## src/rtl/image_dump_uart.sv

```systemverilog
`default_nettype none
// ============================================================================
// Module      : image_dump_uart
// Description : Reads a byte-addressed memory region one 16-bit word at a
//               time and streams each word as two 8N1 UART frames, high
//               (even-address) byte first.
// Ports       : clk       - system clock, rising edge
//               rst       - synchronous active-high reset
//               start     - one-cycle dump request (accepted only in IDLE)
//               busy      - dump in progress
//               done      - one-cycle pulse after the last stop bit
//               mem_re    - word read strobe
//               mem_addr  - even byte address of the word being read
//               mem_rdata - {mem[addr], mem[addr+1]}, valid cycle after mem_re
//               txd       - UART serial output, idle high
// Revision    : 1.0 - initial release
// ============================================================================
module image_dump_uart #(
    parameter int          CLK_HZ     = 25000000,
    parameter int          BAUD       = 115200,
    parameter logic [15:0] START_ADDR = 16'hc000,
    parameter logic [15:0] END_ADDR   = 16'hffff
) (
    input  logic        clk,
    input  logic        rst,
    input  logic        start,
    output logic        busy,
    output logic        done,
    output logic        mem_re,
    output logic [15:0] mem_addr,
    input  logic [15:0] mem_rdata,
    output logic        txd
);

    localparam int          c_div       = CLK_HZ / BAUD;
    localparam int          c_cnt_w     = (c_div > 1) ? $clog2(c_div) : 1;
    localparam logic [c_cnt_w-1:0] c_cnt_max = c_cnt_w'(c_div - 1);
    // Last word address; termination is an equality test so a region ending
    // at 16'hffff never relies on the counter wrapping to zero.
    localparam logic [15:0] c_last_addr = END_ADDR & 16'hfffe;
    localparam logic        c_empty     = (START_ADDR > END_ADDR);

    localparam logic [2:0] c_IDLE    = 3'd0;
    localparam logic [2:0] c_READ    = 3'd1;
    localparam logic [2:0] c_CAPTURE = 3'd2;
    localparam logic [2:0] c_SEND_HI = 3'd3;
    localparam logic [2:0] c_SEND_LO = 3'd4;
    localparam logic [2:0] c_DONE    = 3'd5;

    logic [2:0]         r_state;
    logic [2:0]         w_next;
    logic [15:0]        r_addr;
    logic [15:0]        r_word;
    logic [c_cnt_w-1:0] r_cnt;
    logic [3:0]         r_bit;    // 0 = start bit, 1..8 = data, 9 = stop bit

    logic               w_bit_end;
    logic               w_frame_end;
    logic [7:0]         w_tx_byte;
    logic [2:0]         w_idx;
    logic               w_tx_bit;

    assign w_bit_end   = (r_cnt == c_cnt_max);
    assign w_frame_end = w_bit_end && (r_bit == 4'd9);
    assign w_tx_byte   = (r_state == c_SEND_LO) ? r_word[7:0] : r_word[15:8];
    assign w_idx       = 3'(r_bit - 4'd1);
    assign mem_addr    = r_addr;

    // Serial bit is a pure function of registered state, so neither start
    // nor mem_rdata can reach txd combinationally.
    always_comb begin
        w_tx_bit = 1'b1;
        case (r_bit)
            4'd0:    w_tx_bit = 1'b0;
            4'd9:    w_tx_bit = 1'b1;
            default: w_tx_bit = w_tx_byte[w_idx];
        endcase
    end

    always_comb begin
        w_next = r_state;
        busy   = 1'b0;
        done   = 1'b0;
        mem_re = 1'b0;
        txd    = 1'b1;
        case (r_state)
            c_IDLE: begin
                if (start) begin
                    w_next = c_empty ? c_DONE : c_READ;
                end
            end
            c_READ: begin
                busy   = 1'b1;
                mem_re = 1'b1;
                w_next = c_CAPTURE;
            end
            c_CAPTURE: begin
                busy   = 1'b1;
                w_next = c_SEND_HI;
            end
            c_SEND_HI: begin
                busy = 1'b1;
                txd  = w_tx_bit;
                if (w_frame_end) begin
                    w_next = c_SEND_LO;
                end
            end
            c_SEND_LO: begin
                busy = 1'b1;
                txd  = w_tx_bit;
                if (w_frame_end) begin
                    w_next = (r_addr == c_last_addr) ? c_DONE : c_READ;
                end
            end
            c_DONE: begin
                done   = 1'b1;
                w_next = c_IDLE;
            end
            default: w_next = c_IDLE;
        endcase
    end

    always_ff @(posedge clk) begin
        if (rst) begin
            r_state <= c_IDLE;
            r_addr  <= 16'h0000;
            r_word  <= 16'h0000;
            r_cnt   <= '0;
            r_bit   <= 4'd0;
        end else begin
            r_state <= w_next;
            case (r_state)
                c_IDLE: begin
                    if (start) begin
                        r_addr <= START_ADDR;
                    end
                end
                c_CAPTURE: begin
                    r_word <= mem_rdata;
                    r_cnt  <= '0;
                    r_bit  <= 4'd0;
                end
                c_SEND_HI, c_SEND_LO: begin
                    if (w_bit_end) begin
                        r_cnt <= '0;
                        r_bit <= (r_bit == 4'd9) ? 4'd0 : r_bit + 4'd1;
                    end else begin
                        r_cnt <= r_cnt + c_cnt_w'(1);
                    end
                    if ((r_state == c_SEND_LO) && w_frame_end && (r_addr != c_last_addr)) begin
                        r_addr <= r_addr + 16'd2;
                    end
                end
                default: begin
                end
            endcase
        end
    end

endmodule
`default_nettype wire
```

## config.mk

```make
export PLATFORM = sky130hd
export DESIGN_NAME = image_dump_uart
export DESIGN_NICKNAME = d
export VERILOG_FILES = /design/src/rtl/image_dump_uart.sv
export SDC_FILE = /design/constraint.sdc
export NUM_CORES = 1
export LEC_CHECK = 0
export CAP_MARGIN = 40
export CORE_AREA = 2 2 72 74
export CTS_CLUSTER_DIAMETER = 30
export DETAILED_ROUTE_END_ITERATION = 10
export DIE_AREA = 0 0 74 76
export GPL_TIMING_DRIVEN = 1
export PLACE_DENSITY = 0.82
export SLEW_MARGIN = 20
export SYNTH_ARGS = -nofsm -noshare
export SYNTH_HDL_FRONTEND = slang
export SYNTH_SLANG_ARGS = --single-unit
```

## constraint.sdc

```tcl
create_clock -name clk -period 2.2 [get_ports clk]
set_input_delay 0.44 -clock clk [delete_from_list [all_inputs] [get_ports clk]]
set_output_delay 0.44 -clock clk [all_outputs]
set_load 0.01 [all_outputs]
```

==> results of run 1 <==
## critical path, cell delays in order (launching register included)
cell and delay [ns]:
dfxtp_2 0.34, or3b_4 0.42, mux4_2 0.32, o2111ai_2 0.17
o2111ai_1 0.13, buf_2 0.17
## power groups by stage
stage / Sequential, W / Combinational (W) / Clock, W
after floorplan: 0.000904 / 0.000208 / 0
after global placement: 0.000907 / 0.000327 / 0
after detailed placement: 0.000908 / 0.000333 / 0
after CTS: 0.000889 / 0.000333 / 0.000555
after global routing: 0.000894 / 0.000374 / 0.000587
final: 0.000891 / 0.000338 / 0.000534
## through the flow
stage          setup TNS, ns  cells
3_5_place_dp         -0.1448    423
3_3_place_gp         -0.1054    423
4_1_cts             -0.09589    431
5_1_grt              -0.1639    432
6_report            -0.09061    432
2_1_floorplan              0    313
## final cells by class
cell class | instances | area [um^2]
Clock buffer | 5 | 68.82
Clock inverter | 3 | 23.77
Fill cell | 425 | 1750
Inverter | 7 | 26.28
Multi-Input combinational cell | 242 | 1498
Sequential cell | 46 | 923.4
Tap cell | 70 | 87.58
Timing Repair Buffer | 59 | 534.3
## cell families after synthesis
| family | count (synthesis) | synth area share [%] |
|---|---|---|
| AO/OA/AOI/OAI | 79 | 19.01 |
| XOR/XNOR | 5 | 1.724 |
| adder cells (fa/ha/maj) | 6 | 2.954 |
| buffers and inverters | 25 | 5.465 |
| flip-flops | 46 | 36.24 |
| multiplexers | 9 | 5.071 |
| other | 1 | 0.1476 |
| AND/OR/NAND/NOR | 142 | 29.39 |
## flip-flops by register name, summed over array words and instances (netlist names)
name,flops
r_cnt,8
r_state,3
r_word,16
r_bit,4
mem_addr,15
## placed cells by master, fill, tap and decap left out, types with 8 or more instances in the layout
cell type,instances
nand2_1,53
dfxtp_1,44
a21oi_1,42
clkdlybuf4s50_1,36
buf_4,21
nor2_1,19
o21ai_0,14
nand3_1,11
and3_1,10
nand4_1,8
## routing by layer
layer  GRT usage (%)  wire [um]  vias to the layer above
met5               0          0                        -
met4           9.455         91                        0
met3           4.894        353                        8
met2           31.34       2662                       79
met1           30.23       2705                     1121
li1                -          -                     1221
## path summary, 6_finish.rpt
| path | start | to | slack [ns] | cells past startpoint |
|---|---|---|---|---|
| setup reg to reg | r_bit[0]$_SDFFE_PP0P_ | mem_addr[11]$_SDFFE_PP0P_ | 0.14 | 8 |
| setup / recovery | r_state[0]$_SDFFE_PP0P_ | txd | -0.09 | 5 |
| hold reg to reg | r_word[6]$_SDFFE_PP0P_ | r_word[6]$_SDFFE_PP0P_ | 0.46 | 2 |
| hold / removal | r_word[6]$_SDFFE_PP0P_ | r_word[6]$_SDFFE_PP0P_ | 0.46 | 2 |
## what timing repair did
action                     CTS  global route
gates resized for setup      8             4
setup endpoints to repair    1             6
buffers inserted             0             1
pin swaps                    0             1
==> flow_metrics.env, run 1 <==
export IMPL_synth_seq_area_share_pct=36.24
export IMPL_ir_drop_v=0.0004107
export IMPL_hold_ws_ns=0.4619
export IMPL_cts_tree="yes"
export IMPL_core_area_um2=4912
export IMPL_via_per_inst=5.623
export IMPL_vias=2429
export IMPL_grt_pass1_wl_um=9777
export IMPL_period_needed_ns=2.291
export IMPL_clk_path_buf_depth=2
export IMPL_setup_viol=1
export IMPL_num_rows=26
export IMPL_gp_congestion=0.8616
export IMPL_grtUsageTotal_pct=21.54
export IMPL_ys_warn_count=0
export IMPL_setup_slack_ns=-0.09061
export IMPL_totalPowerFinal_w=0.001763
export IMPL_swShare_pct=28.84
export IMPL_cts_sinks=46
export IMPL_fmax_mhz=436.6
export IMPL_die_y_um=76
export IMPL_slew_headroom_pct=64.14
export IMPL_synth_top_cell_area_share_pct=36.24
export IMPL_synth_top_cells_by_count="53 x nand2_1, 46 x dfxtp_1, 42 x a21oi_1"
export IMPL_start_util_pct=51.73
export IMPL_p_seq_share_pct=50.5
export IMPL_synth_area_leader_cell="dfxtp_1"
export IMPL_fin_nets=386
export IMPL_drv_slew=0
export IMPL_endpoint_kind="output pin"
export IMPL_crit_path_max_fanout=4
export IMPL_finalCritPeriodShare_pct=104.1
export IMPL_status="finished with violations"
export IMPL_worst_ep_arrival_time_ns=1.85
export IMPL_cts_buffers=5
export IMPL_hold_path_class="register to register"
export IMPL_worst_pin_slew_ns=0.5366
export IMPL_cts_max_level=2
export IMPL_cap_violations=0
export IMPL_first_pass_iters=5
export IMPL_placed_area_um2=3044
export IMPL_crit_type="register to output pin"
export IMPL_ys_top_cells_by_area="dfxtp_1 36%, a21oi_1 8.3%, nand2_1 7.8%"
export IMPL_clkPwrFrac_pct=30.3
export IMPL_p_leak_nw=1.132
export IMPL_p_per_area_nw_per_um2=557.5
export IMPL_p_sw_w=0.0005084
export IMPL_comb_power_share_pct=19.2
export IMPL_diodes=0
export IMPL_synth_edf_count=0
export IMPL_ys_ff_latch=46
export IMPL_io_pins=39
export IMPL_syn_to_final_growth_pct=24.42
export IMPL_port_buffers=37
export IMPL_rsz0062_at_grt="yes"
export IMPL_grt_overflow_total=0
export IMPL_netlist_instances=313
export IMPL_skew_ns=0.006926
export IMPL_cts_root_buffer="clkbuf_8"
export IMPL_netlist_area_um2=2541
export IMPL_required_ns=1.76
export IMPL_holdBufCountCts=0
export IMPL_violations="negative setup slack"
export IMPL_fin_util_pct=64.37
export IMPL_routedWlPerCell_um=13.46
export IMPL_grt_max_degree=26
export IMPL_antenna_found_initial=0
export IMPL_ys_types=51
export IMPL_yosysMostFrequentCell="nand2_1"
export IMPL_ys_async_sr_fraction_pct=0
export IMPL_ant_nets=0
export IMPL_drc_errors=0
export IMPL_dpl_hpwl_um=4162
export IMPL_hold_violations=0
export IMPL_design_area_um2=3162
export IMPL_pre_cts_ws_ns=-0.1448
export IMPL_critPathLaunchType="register"
export IMPL_intPower_w=0.001254
export IMPL_synth_area_per_cell_um2=8.119
export IMPL_die_w_um=74
export IMPL_clkTransAtPathRegs_ns=0.09
export IMPL_clock_latency_ns=0.30
export IMPL_synth_main_ff_cell="dfxtp_1"
export IMPL_synth_nets=338
export IMPL_drive_above_1_share_pct=13.81
export IMPL_routed_wl_um=5813
export IMPL_die_area_um2=5624
export IMPL_initialDrtViolationCount=207
export IMPL_grt_pass1_vias=2211
Power figures use the tool's default switching activity.
==> run 2: changes to the inputs <==
--- a/config.mk
+++ b/config.mk
@@ -6,12 +6,12 @@
 export NUM_CORES = 1
 export LEC_CHECK = 0
 export CAP_MARGIN = 40
-export CORE_AREA = 2 2 72 74
+export CORE_AREA = 2 2 76 78
 export CTS_CLUSTER_DIAMETER = 30
 export DETAILED_ROUTE_END_ITERATION = 10
-export DIE_AREA = 0 0 74 76
+export DIE_AREA = 0 0 78 80
 export GPL_TIMING_DRIVEN = 1
-export PLACE_DENSITY = 0.82
+export PLACE_DENSITY = 0.78
 export SLEW_MARGIN = 20
 export SYNTH_ARGS = -nofsm -noshare
 export SYNTH_HDL_FRONTEND = slang
==> constraint.sdc (replaced) <==
create_clock -name clk -period 1.85 [get_ports clk]
set_input_delay 0.37 -clock clk [delete_from_list [all_inputs] [get_ports clk]]
set_output_delay 0.37 -clock clk [all_outputs]
set_load 0.01 [all_outputs]
==> flow_metrics.env, run 2 (synthesized netlist as in run 1, its figures left out) <==
export IMPL_clkTransAtPathRegs_ns=0.10
export IMPL_grt_max_degree=32
export IMPL_grtUsageMet1_pct=31.08
export IMPL_port_buffers=37
export IMPL_final_cell_mix="50 x nand2_1, 50 x buf_4, 43 x dfxtp_1"
export IMPL_clk_path_buf_depth=2
export IMPL_ir_drop_v=0.0004960
export IMPL_hold_ws_ns=0.4658
export IMPL_grt_use_met2_pct=37.84
export IMPL_regMostFlops="r_word"
export IMPL_core_area_um2=5405
export IMPL_worst_ep_arrival_time_ns=1.86
export IMPL_seqCellArea_um2=924.6
export IMPL_pre_cts_ws_ns=-0.4262
export IMPL_critPathLaunchType="register"
export IMPL_violations="negative setup slack"
export IMPL_num_rows=27
export IMPL_grt_overflow_total=0
export IMPL_antenna_found_initial=0
export IMPL_clock_latency_ns=0.31
export IMPL_comb_power_share_pct=22.8
export IMPL_start_util_pct=47.01
export IMPL_period_needed_ns=2.230
export IMPL_die_y_um=80
export IMPL_setup_viol=21
export IMPL_design_area_um2=3761
export IMPL_swShare_pct=30.81
export IMPL_multi_input_area_um2=1737
export IMPL_cts_sinks=46
export IMPL_drv_slew=0
export IMPL_p_per_area_nw_per_um2=598.6
export IMPL_crit_type="register to output pin"
export IMPL_setup_slack_ns=-0.3802
export IMPL_syn_to_final_growth_pct=48.01
export IMPL_busiest_layer="met2"
export IMPL_fmax_mhz=448.4
export IMPL_rrSetupSlack_ns=-0.17
export IMPL_cts_tree="yes"
export IMPL_cap_violations=0
export IMPL_routed_wl_um=7709
export IMPL_first_pass_iters=5
export IMPL_grt_use_met3_pct=4.412
export IMPL_drive_above_1_share_pct=33.17
export IMPL_drc_errors=0
export IMPL_intPower_w=0.001558
export IMPL_grt_pass1_vias=2503
export IMPL_die_area_um2=6240
export IMPL_hold_path_class="register to register"
export IMPL_crit_path_max_fanout=4
export IMPL_io_pins=39
export IMPL_endpoint_kind="output pin"
export IMPL_fin_util_pct=69.58
export IMPL_hold_violations=0
export IMPL_initialDrtViolationCount=179
export IMPL_die_w_um=78
export IMPL_p_sw_w=0.0006936
export IMPL_skew_ns=0.007621
export IMPL_gp_congestion=0.9189
export IMPL_vias=2799
export IMPL_largest_reg_flops=16
export IMPL_diodes=0
export IMPL_via_per_inst=5.880
export IMPL_grt_pass1_wl_um=11870
export IMPL_routedWlPerCell_um=16.20
export IMPL_placed_area_um2=3242
export IMPL_cts_root_buffer="clkbuf_8"
export IMPL_cts_max_level=2
export IMPL_fin_nets=428
export IMPL_clkPwrFrac_pct=30.1
export IMPL_p_seq_share_pct=47.1
export IMPL_rsz0062_at_grt="yes"
export IMPL_finalCritPeriodShare_pct=120.6
export IMPL_grtUsageTotal_pct=23.44
export IMPL_fillers=369
export IMPL_cts_buffers=5
export IMPL_dpl_hpwl_um=4561
export IMPL_p_leak_nw=1.437
export IMPL_required_ns=1.48
export IMPL_status="finished with violations"
export IMPL_ant_nets=0
## run 2: cell count changes in the layout (fill, tap and decap cells not counted), moves of 4 or more
cell	change
a21oi_1	-11
a21oi_2	+10
buf_4	+29
buf_6	+12
nand3_1	-4
nand3_2	+4
nor2_1	-6
o21ai_0	-8
o21ai_2	+4
## run 2: final cells by class
class                      instances  area share, %
clock inverter                     3         0.6986
tap                               72          2.395
multi-input combinational        242          46.17
timing repair buffer             101          23.62
clock buffer                       5          1.830
inverter                           7         0.6986
sequential                        46          24.58
## run 2: worst paths after layout
kind                                 from  cells after the start                  endpoint
setup / recovery  r_state[1]$_SDFFE_PP0P_                      5                       txd
hold / removal    r_word[11]$_SDFFE_PP0P_                      2   r_word[11]$_SDFFE_PP0P_
hold reg to reg   r_word[11]$_SDFFE_PP0P_                      2   r_word[11]$_SDFFE_PP0P_
setup reg to reg    r_bit[1]$_SDFFE_PP0P_                     11  mem_addr[5]$_SDFFE_PP0P_
## run 2: worst max-delay path: stages, from the launching register on
cell and delay (ns):
dfxtp_1 0.34, or3b_4 0.43, mux4_2 0.32, o2111ai_2 0.18, o2111ai_1 0.12, buf_2 0.16
## run 2: per-stage QoR
step,setup TNS (ns),power (W),instances
final,-1.622,0.002252,476
after floorplan,-0.1379,0.001323,313
after CTS,-1.513,0.002191,469
after global routing,-3.548,0.002358,476
after global placement,-0.8573,0.001498,451
after detailed placement,-1.775,0.001509,451
## run 2: metal layers
| metal | wire, um | share of wire (%) | up-vias |
|---|---|---|---|
| li1 | - | - | 1305 |
| met1 | 3193 | 41 | 1343 |
| met2 | 3775 | 49 | 121 |
| met3 | 445 | 5.8 | 30 |
| met4 | 295 | 3.8 | 0 |
| met5 | 0 | 0 | - |
## run 2: power groups by stage
stage | Sequential [W] | Clock [W] | Combinational (W)
after CTS | 0.00106 | 0.000688 | 0.000447
final | 0.00106 | 0.000678 | 0.000514
after global routing | 0.00106 | 0.000734 | 0.000559
after detailed placement | 0.00108 | 0 | 0.000429
after floorplan | 0.00108 | 0 | 0.000248
after global placement | 0.00108 | 0 | 0.000420
## run 2: repair_timing
action,4_1_cts,5_1_grt
hold buffers,0,0
endpoints found under the hold margin,0,0
endpoints found under the setup margin,26,29
pin swaps,6,19
cloned,1,1
resized for setup,43,46
buffers inserted,9,7
